`config.mk`:
```
export PLATFORM = sky130hd
export DESIGN_NAME = console_arbiter
export DESIGN_NICKNAME = d
export VERILOG_FILES = /design/src/rtl/console_pkg.sv /design/src/rtl/console_arbiter_rr_arbiter.sv /design/src/rtl/console_arbiter.sv
export SDC_FILE = /design/constraint.sdc
export NUM_CORES = 1
export LEC_CHECK = 0
export BUFFER_PORTS_ARGS = -buffer_cell sky130_fd_sc_hd__buf_4
export CAP_MARGIN = 15
export CORE_MARGIN = 4
export CORE_UTILIZATION = 40
export DETAILED_ROUTE_END_ITERATION = 10
export PLACE_DENSITY = 0.78
export SLEW_MARGIN = 20
export SYNTH_ARGS = -nofsm -noshare
export SYNTH_HDL_FRONTEND = slang
export SYNTH_SLANG_ARGS = --single-unit
```
`constraint.sdc`:
```
create_clock -name clk_i -period 3.9 [get_ports clk_i]
set_input_delay 0.975 -clock clk_i [delete_from_list [all_inputs] [get_ports clk_i]]
set_output_delay 0.975 -clock clk_i [all_outputs]
set_load 0.02 [all_outputs]
```
`src/rtl/console_pkg.sv`:
```
// Shared constants, state encoding and CSR word builders for the console arbiter.
package console_pkg;

  localparam logic [11:0] CSR_ADDR  = 12'h0FF;
  localparam int          START_BIT = 11;
  localparam int          CHAR_MSB  = 10;
  localparam int          CHAR_LSB  = 3;
  localparam int          STOP_BIT  = 2;
  localparam int          EXIT_BIT  = 1;
  localparam int          FAIL_BIT  = 0;
  localparam logic [63:0] IDLE_WORD = 64'h4;

  typedef enum logic [1:0] {
    ST_IDLE,
    ST_WRITE,
    ST_GAP,
    ST_HALT
  } state_t;

  function automatic logic [63:0] char_word(input logic [7:0] ch);
    logic [63:0] w;
    w = '0;
    w[START_BIT] = 1'b1;
    w[CHAR_MSB:CHAR_LSB] = ch;
    return w;
  endfunction

  function automatic logic [63:0] exit_word(input logic fail);
    logic [63:0] w;
    w = '0;
    w[STOP_BIT] = 1'b1;
    w[EXIT_BIT] = 1'b1;
    w[FAIL_BIT] = fail;
    return w;
  endfunction

endpackage

```
`src/rtl/console_arbiter_rr_arbiter.sv`:
```
// Round-robin grant: first requester above the last winner, wrapping to index 0.
module rr_arbiter #(
  parameter int N_REQ = 2,
  localparam int IW = (N_REQ > 1) ? $clog2(N_REQ) : 1
) (
  input  logic             clk_i,
  input  logic             reset_ni,
  input  logic [N_REQ-1:0] req,
  input  logic             update,
  output logic [N_REQ-1:0] grant
);

  logic [IW-1:0] last_reg;
  logic [IW-1:0] hit_idx;
  logic          found;

  // Upper pass covers indices above the last winner, lower pass supplies the wrap.
  always_comb begin
    grant   = '0;
    hit_idx = '0;
    found   = 1'b0;
    for (int k = 0; k < N_REQ; k++) begin
      if (!found && req[k] && (k > int'(last_reg))) begin
        found    = 1'b1;
        hit_idx  = IW'(k);
        grant[k] = 1'b1;
      end
    end
    for (int k = 0; k < N_REQ; k++) begin
      if (!found && req[k]) begin
        found    = 1'b1;
        hit_idx  = IW'(k);
        grant[k] = 1'b1;
      end
    end
  end

  always_ff @(posedge clk_i or negedge reset_ni) begin
    if (!reset_ni) begin
      last_reg <= IW'(N_REQ - 1);
    end else if (update && found) begin
      last_reg <= hit_idx;
    end
  end

endmodule

```
`src/rtl/console_arbiter.sv`:
```
// Shares the console CSR between character producers and issues one framed
// write per character or exit command, followed by a fixed idle gap.
module console_arbiter
  import console_pkg::*;
#(
  parameter int          N_REQ    = 2,
  parameter int          GAP      = 3,
  parameter logic [11:0] CSR_ADDR = console_pkg::CSR_ADDR
) (
  input  logic               clk_i,
  input  logic               reset_ni,
  input  logic [N_REQ-1:0]   req_valid_i,
  input  logic [8*N_REQ-1:0] req_char_i,
  output logic [N_REQ-1:0]   req_ready_o,
  input  logic               exit_valid_i,
  input  logic               exit_fail_i,
  output logic               exit_ready_o,
  output logic [11:0]        cadr_o,
  output logic [63:0]        cdat_o,
  output logic               cwe_o,
  output logic               coe_o,
  input  logic               cvalid_i,
  output logic               busy_o,
  output logic               halted_o,
  output logic               err_o
);

  localparam logic [3:0] GAP_LOAD = (GAP > 0) ? 4'(GAP - 1) : 4'd0;

  state_t             state_reg;
  logic               cwe_reg;
  logic [63:0]        cdat_reg;
  logic               is_exit_reg;
  logic [3:0]         gap_cnt_reg;
  logic               err_reg;
  logic [N_REQ-1:0]   grant;
  logic [7:0]         sel_char;
  logic               in_idle;
  logic               char_fire;
  logic               exit_fire;

  assign in_idle   = (state_reg == ST_IDLE);
  assign char_fire = in_idle && (|req_valid_i);
  assign exit_fire = in_idle && !(|req_valid_i) && exit_valid_i;

  rr_arbiter #(.N_REQ(N_REQ)) u_rr (
    .clk_i    (clk_i),
    .reset_ni (reset_ni),
    .req      (req_valid_i),
    .update   (char_fire),
    .grant    (grant)
  );

  always_comb begin
    sel_char = '0;
    for (int k = 0; k < N_REQ; k++) begin
      if (grant[k]) sel_char = req_char_i[8*k +: 8];
    end
  end

  // Readies are forced low while reset is asserted, even though state already reads IDLE.
  assign req_ready_o  = (in_idle && reset_ni) ? grant : '0;
  assign exit_ready_o = exit_fire && reset_ni;

  always_ff @(posedge clk_i or negedge reset_ni) begin
    if (!reset_ni) begin
      state_reg   <= ST_IDLE;
      cwe_reg     <= 1'b0;
      cdat_reg    <= IDLE_WORD;
      is_exit_reg <= 1'b0;
      gap_cnt_reg <= '0;
      err_reg     <= 1'b0;
    end else begin
      case (state_reg)
        ST_IDLE: begin
          if (char_fire) begin
            cwe_reg     <= 1'b1;
            cdat_reg    <= char_word(sel_char);
            is_exit_reg <= 1'b0;
            state_reg   <= ST_WRITE;
          end else if (exit_fire) begin
            cwe_reg     <= 1'b1;
            cdat_reg    <= exit_word(exit_fail_i);
            is_exit_reg <= 1'b1;
            state_reg   <= ST_WRITE;
          end
        end
        ST_WRITE: begin
          cwe_reg  <= 1'b0;
          cdat_reg <= IDLE_WORD;
          if (!cvalid_i) err_reg <= 1'b1;
          if (is_exit_reg) begin
            state_reg <= ST_HALT;
          end else if (GAP > 0) begin
            state_reg   <= ST_GAP;
            gap_cnt_reg <= GAP_LOAD;
          end else begin
            state_reg <= ST_IDLE;
          end
        end
        ST_GAP: begin
          if (gap_cnt_reg == 4'd0) begin
            state_reg <= ST_IDLE;
          end else begin
            gap_cnt_reg <= gap_cnt_reg - 4'd1;
          end
        end
        ST_HALT: begin
          state_reg <= ST_HALT;
        end
        default: begin
          state_reg <= ST_IDLE;
        end
      endcase
    end
  end

  assign cadr_o   = CSR_ADDR;
  assign cdat_o   = cdat_reg;
  assign cwe_o    = cwe_reg;
  assign coe_o    = 1'b0;
  assign busy_o   = !in_idle;
  assign halted_o = (state_reg == ST_HALT);
  assign err_o    = err_reg;

endmodule

```
### After elaboration in Yosys (flattened, before gate mapping)

Index checks and enable logic that the tools add are counted.

| storage, ports and cells | value |
|---|---|
| register bits after elaboration | 74 |
| bits of input ports | 23 |

| cells by class | value |
|---|---|
| add/sub/neg operators | 1 |
| magnitude comparators | 1 |
| equal/unequal tests | 7 |
| multiplexer cells | 25 |
| bitwise operators | 1 |
| reduce and logical (&&, ||, !) cells | 24 |

Operator list:

| kind | number |
|---|---|
| 2-to-1 mux 64 bit | 2 |
| one-hot mux 64 bit (2 select lines) | 1 |
| 2-to-1 mux 8 bit | 2 |
| 2-to-1 mux 1 bit | 11 |
| logical AND 1 bit | 9 |
| 2-to-1 mux 2 bit | 4 |
| 2-to-1 mux 4 bit | 2 |
| one-hot mux 2 bit (4 select lines) | 1 |
| one-hot mux 4 bit (2 select lines) | 1 |
| AND reduction 2 bit | 4 |
| != test 2 bit, second input constant | 3 |
| nonzero test 2 bit | 3 |
| == test 2 bit, second input constant | 2 |
| zero test 1 bit | 4 |
| zero test 4 bit | 1 |
| subtractor 4 x 1 -> 4 bit, second input constant | 1 |
| != test 3 x 1 -> 1 bit, second input constant | 1 |
| AND reduction 3 bit | 1 |
| == test 2 x 1 -> 1 bit, second input constant | 1 |
| zero test 2 bit | 1 |
| one-hot mux 1 bit (2 select lines) | 1 |
| OR reduction 2 bit | 1 |
| > comparator 1 bit, first input constant | 1 |
| inverter 1 bit | 1 |

### Longest topological paths before layout

| logic depth | value |
|---|---|
| depth in word-level cells | 12 |
| gate-level depth with buffers | 5 |
| gate-level depth less buffers | 5 |

### By module

Synthesis repeated with hierarchy kept, for this count alone.

| unflattened totals | value |
|---|---|
| cells, all modules | 170 |
| area total of the unflattened synthesis | 1575.3 um2 |

By module, submodules not included:

| module | instances | cells an instance | area each (um2) | sequential area each (um2) |
|---|---|---|---|---|
| console_arbiter | 1 | 164 | 1519.0 | 526.8 |
| rr_arbiter | 1 | 6 | 56.3 | 26.3 |

### Worst setup path before layout

Ideal clock, no wire load.

| timing path | value |
|---|---|
| path kind | in2out |
| from | input port req_valid_i[1] |
| to | output port req_ready_o[1] |
| arrival time | 1.582 ns |
| setup slack | 1.343 ns |
| cell stages on the path | 2 |
| path through | nor3b_2 > and3_1 |

| between the ends | value |
|---|---|
| longest elaborated chain between the ends | 9 |

RTL lines:

| element | RTL line | RTL |
|---|---|---|
| start, declared | console_arbiter.sv:12 | `input logic [N_REQ-1:0] req_valid_i,` |
| logical AND 1 bit | console_arbiter_rr_arbiter.sv:23 | `if (!found && req[k] && (k > int'(last_reg))) begin` |
| 2-to-1 mux 1 bit | console_arbiter_rr_arbiter.sv:23 |  |
| zero test 1 bit | console_arbiter_rr_arbiter.sv:30 | `if (!found && req[k]) begin` |
| logical AND 1 bit | console_arbiter_rr_arbiter.sv:30 |  |
| 2-to-1 mux 1 bit | console_arbiter_rr_arbiter.sv:30 |  |
| zero test 1 bit | console_arbiter_rr_arbiter.sv:30 |  |
| logical AND 1 bit | console_arbiter_rr_arbiter.sv:30 |  |
| 2-to-1 mux 1 bit * | console_arbiter_rr_arbiter.sv:30 |  |
| 2-to-1 mux 2 bit * | console_arbiter.sv:62 | `assign req_ready_o = (in_idle && reset_ni) ? grant : '0;` |
| end, declared | console_arbiter.sv:14 | `output logic [N_REQ-1:0] req_ready_o,` |

Mark *: on every way between the ends. The rest lies on a longest branch, timed or not.

### Worst setup path in the final report

| timing path | value |
|---|---|
| from | input port req_valid_i[1] |
| to | output port req_ready_o[0] |

| between the ends | value |
|---|---|
| longest elaborated chain between the ends | 6 |

RTL lines:

| element | RTL line |
|---|---|
| logical AND 1 bit | console_arbiter_rr_arbiter.sv:23 |
| 2-to-1 mux 1 bit | console_arbiter_rr_arbiter.sv:23 |
| zero test 1 bit | console_arbiter_rr_arbiter.sv:30 |
| logical AND 1 bit | console_arbiter_rr_arbiter.sv:30 |
| 2-to-1 mux 1 bit | console_arbiter_rr_arbiter.sv:30 |
| 2-to-1 mux 2 bit | console_arbiter.sv:62 |

Every way passes these cells.

==> impl_metrics.tcl <==
set metrics [dict create \
    status "complete, no violations" \
    switching_share_pct 40.16 \
    hold_violations 0 \
    drive_gt1_share_pct 24.27 \
    crit_path_end_kind "output pin" \
    layout_commonest_cell "conb_1" \
    cts_resized 0 \
    hpwlAfterDp_um 2450 \
    crit_type "in -> out" \
    finalSetupViolCount 0 \
    largest_reg_flops 12 \
    critPathRequiredTime_ns 2.92 \
    cts_max_level 1 \
    clkPwrFrac_pct 18.9 \
    postCtsHoldBufs 0 \
    pwr-share-seq_pct 36.3 \
    fin_cells 254 \
    post-route-period-util_pct 71.90 \
    grt_pass1_wl_um 4485 \
    avgRoutedWirePerCell_um 11.80 \
    syn_inst 166 \
    antenna_cells 0 \
    hold_path_depth 2 \
    switchingPower_w 0.0004472 \
    post-cts-setup-buffers 0 \
    critPathBufInv 2 \
    rsz0062_at_grt "false" \
    combPwrFrac_pct 44.8 \
    fillers 383 \
    grt_max_degree 26 \
    layout_min_cycle_time_ns 2.804 \
    ios 107 \
    antenna_found_initial 0 \
    p_leak_nw 0.9556 \
    cts_tree "yes" \
    fp.dieH_um 70.21 \
    final_antenna_net_count 0 \
    core_area_um2 3689 \
    drtIter0Drc 23 \
    crit_path_frequent_cell "buf_4" \
    power.density_nw_per_um2 648.8 \
    ir_worst_vdd_mv 0.3493 \
    slowest_delay_ns 0.36 \
    cp_cell_sequence "buf_4, nand2b_1, and3_1, and2_1, buf_4" \
    fmax_ghz 0.3566 \
    internal_power_w 0.0006665 \
    fin_util_pct 46.54 \
    final_nets 231 \
    synth_cell_types 34 \
    gr-usage-all-layers_pct 11.18 \
    path_clk_slew_ns 0.08 \
    wl_um 2998 \
    dp_cells 250 \
    via_per_inst 4.280 \
    crit_slowest_cell "and3_1" \
    crit_family "simple AND/OR/NAND/NOR gates" \
    grt_remaining_overflow 0 \
    cp.arrival_ns 1.83 \
    synth_seq_cells 22 \
    initial_core_util_pct 41.96 \
    yosys_warnings 0 \
    critical_path_depth 5 \
    cts_num_sinks 22 \
    clk_path_buf_depth 2 \
    cp-start-kind "input port" \
    setup_tns_ns 0 \
    cts_buffers 3 \
    critPathMaxFanout 9 \
    seq_area_frac_synth_pct 35.73 \
    power.total_w 0.001114 \
    reg2regPathDepth 3 \
    die_area_um2 4929 \
    io_buffer_count 41 \
    insertion_delay_ns 0.26 \
    rows 22 \
    post-route-drc-count 0 \
    first_pass_iters 4 \
    skew_ns 0.002462 \
    num_vias 1087 \
    die_x_um 70.21 \
    grt_pass1_vias 938 \
    drv_cap 0 \
    root_buffer "clkbuf_8" \
    avgSynthCellArea_um2 9.324 \
    most-common-layout-cells "65 x conb_1, 42 x buf_4, 20 x dfrtp_1" \
    hold_path_class "reg -> reg" \
    drv_slew 0 \
    place_congestion 0.8027 \
    syn_area_um2 1548 \
    area_growth_pct 10.91 \
]
-- cell usage after synthesis (all sizes together) --
| cell | instances | area, µm² |
|---|---|---|
| buf | 69 | 514.2 |
| dfrtp | 20 | 500.5 |
| and3 | 10 | 62.56 |
| a221o | 8 | 80.08 |
| inv | 7 | 26.28 |
| nor2 | 7 | 28.78 |
| a21oi | 6 | 30.03 |
| nand2b | 4 | 25.02 |
| nand2 | 3 | 11.26 |
| nor3 | 3 | 15.01 |
| o21ai | 3 | 15.01 |
| a21o | 2 | 15.01 |
| and2 | 2 | 12.51 |
| conb | 2 | 7.510 |
| dfstp | 2 | 52.55 |
| nor3b | 2 | 20.02 |
| o221ai | 2 | 17.52 |
| or3 | 2 | 12.51 |
| a21boi | 1 | 7.510 |
| a311oi | 1 | 8.760 |
| a31oi | 1 | 6.260 |
| a32o | 1 | 10.01 |
| and4 | 1 | 8.760 |
| ha | 1 | 12.51 |
| nand3b | 1 | 7.510 |
| nor2b | 1 | 6.260 |
| o21bai | 1 | 7.510 |
| o22a | 1 | 8.760 |
| o41ai | 1 | 8.760 |
| or3b | 1 | 8.760 |
-- layout make-up --
cell class                 instances  area, µm²  area share [%]
multi-input combinational        131      690.7           40.23
sequential                        22      553.0           32.22
timing repair buffer              42      315.3           18.37
tap                               48      60.06           3.499
clock buffer                       3      41.29           2.405
clock inverter                     1      30.03           1.749
inverter                           7      26.28           1.531
-- power groups by stage --
stage	sequential (W)	combinational (W)	clock (W)
floorplan	0.000440	0.000354	0
global placement	0.000404	0.000492	0
detailed placement	0.000408	0.000504	0
CTS	0.000405	0.000505	0.000216
global route	0.000419	0.000548	0.000231
finish	0.000405	0.000499	0.000210
-- final timing paths --
check                                          from               endpoint  slack [ns]
min reg2reg                   cdat_o[2]$_DFFE_PN1P_  cdat_o[2]$_DFFE_PN1P_        0.47
max reg2reg                state_reg[1]$_DFFE_PN0P_  cdat_o[7]$_DFFE_PN0P_        2.31
max                                  req_valid_i[1]         req_ready_o[0]        1.10
min in group asynchronous                  reset_ni  cdat_o[3]$_DFFE_PN0P_        0.59
max in group asynchronous                  reset_ni  cdat_o[2]$_DFFE_PN1P_        3.02
min                           cdat_o[2]$_DFFE_PN1P_  cdat_o[2]$_DFFE_PN1P_        0.47
-- metal layers --
| layer | wire length [µm] | global-route usage, % |
|---|---|---|
| met1 | 1191 | 14.11 |
| met2 | 1448 | 18.05 |
| met3 | 358 | 5.180 |
| met4 | 0 | 1.277 |
| met5 | 0 | 0 |
-- metrics by stage --
step	setup slack, ns	instance area, µm²	hold slack (ns)
finish	1.096	1717	0.4674
global placement	1.115	1645	0.4512
global route	1.040	1717	0.4938
floorplan	1.343	1784	0.4702
CTS	1.096	1717	0.4671
detailed placement	1.101	1645	0.4538
-- cell families after synthesis --
kind of cell	synth area share (%)
AOI/OAI and AO/OA	13.91
adders and majority gates	0.8083
buffers and inverters	34.92
DFF	35.73
other	0.4852
and+or+nand+nor	14.15
-- tightest hold or removal path, stage by stage, from the launching register on --
cell     delay (ns)
dfstp_2        0.38
inv_1          0.04
a21oi_1        0.05
Power figures use the tool's default switching activity.
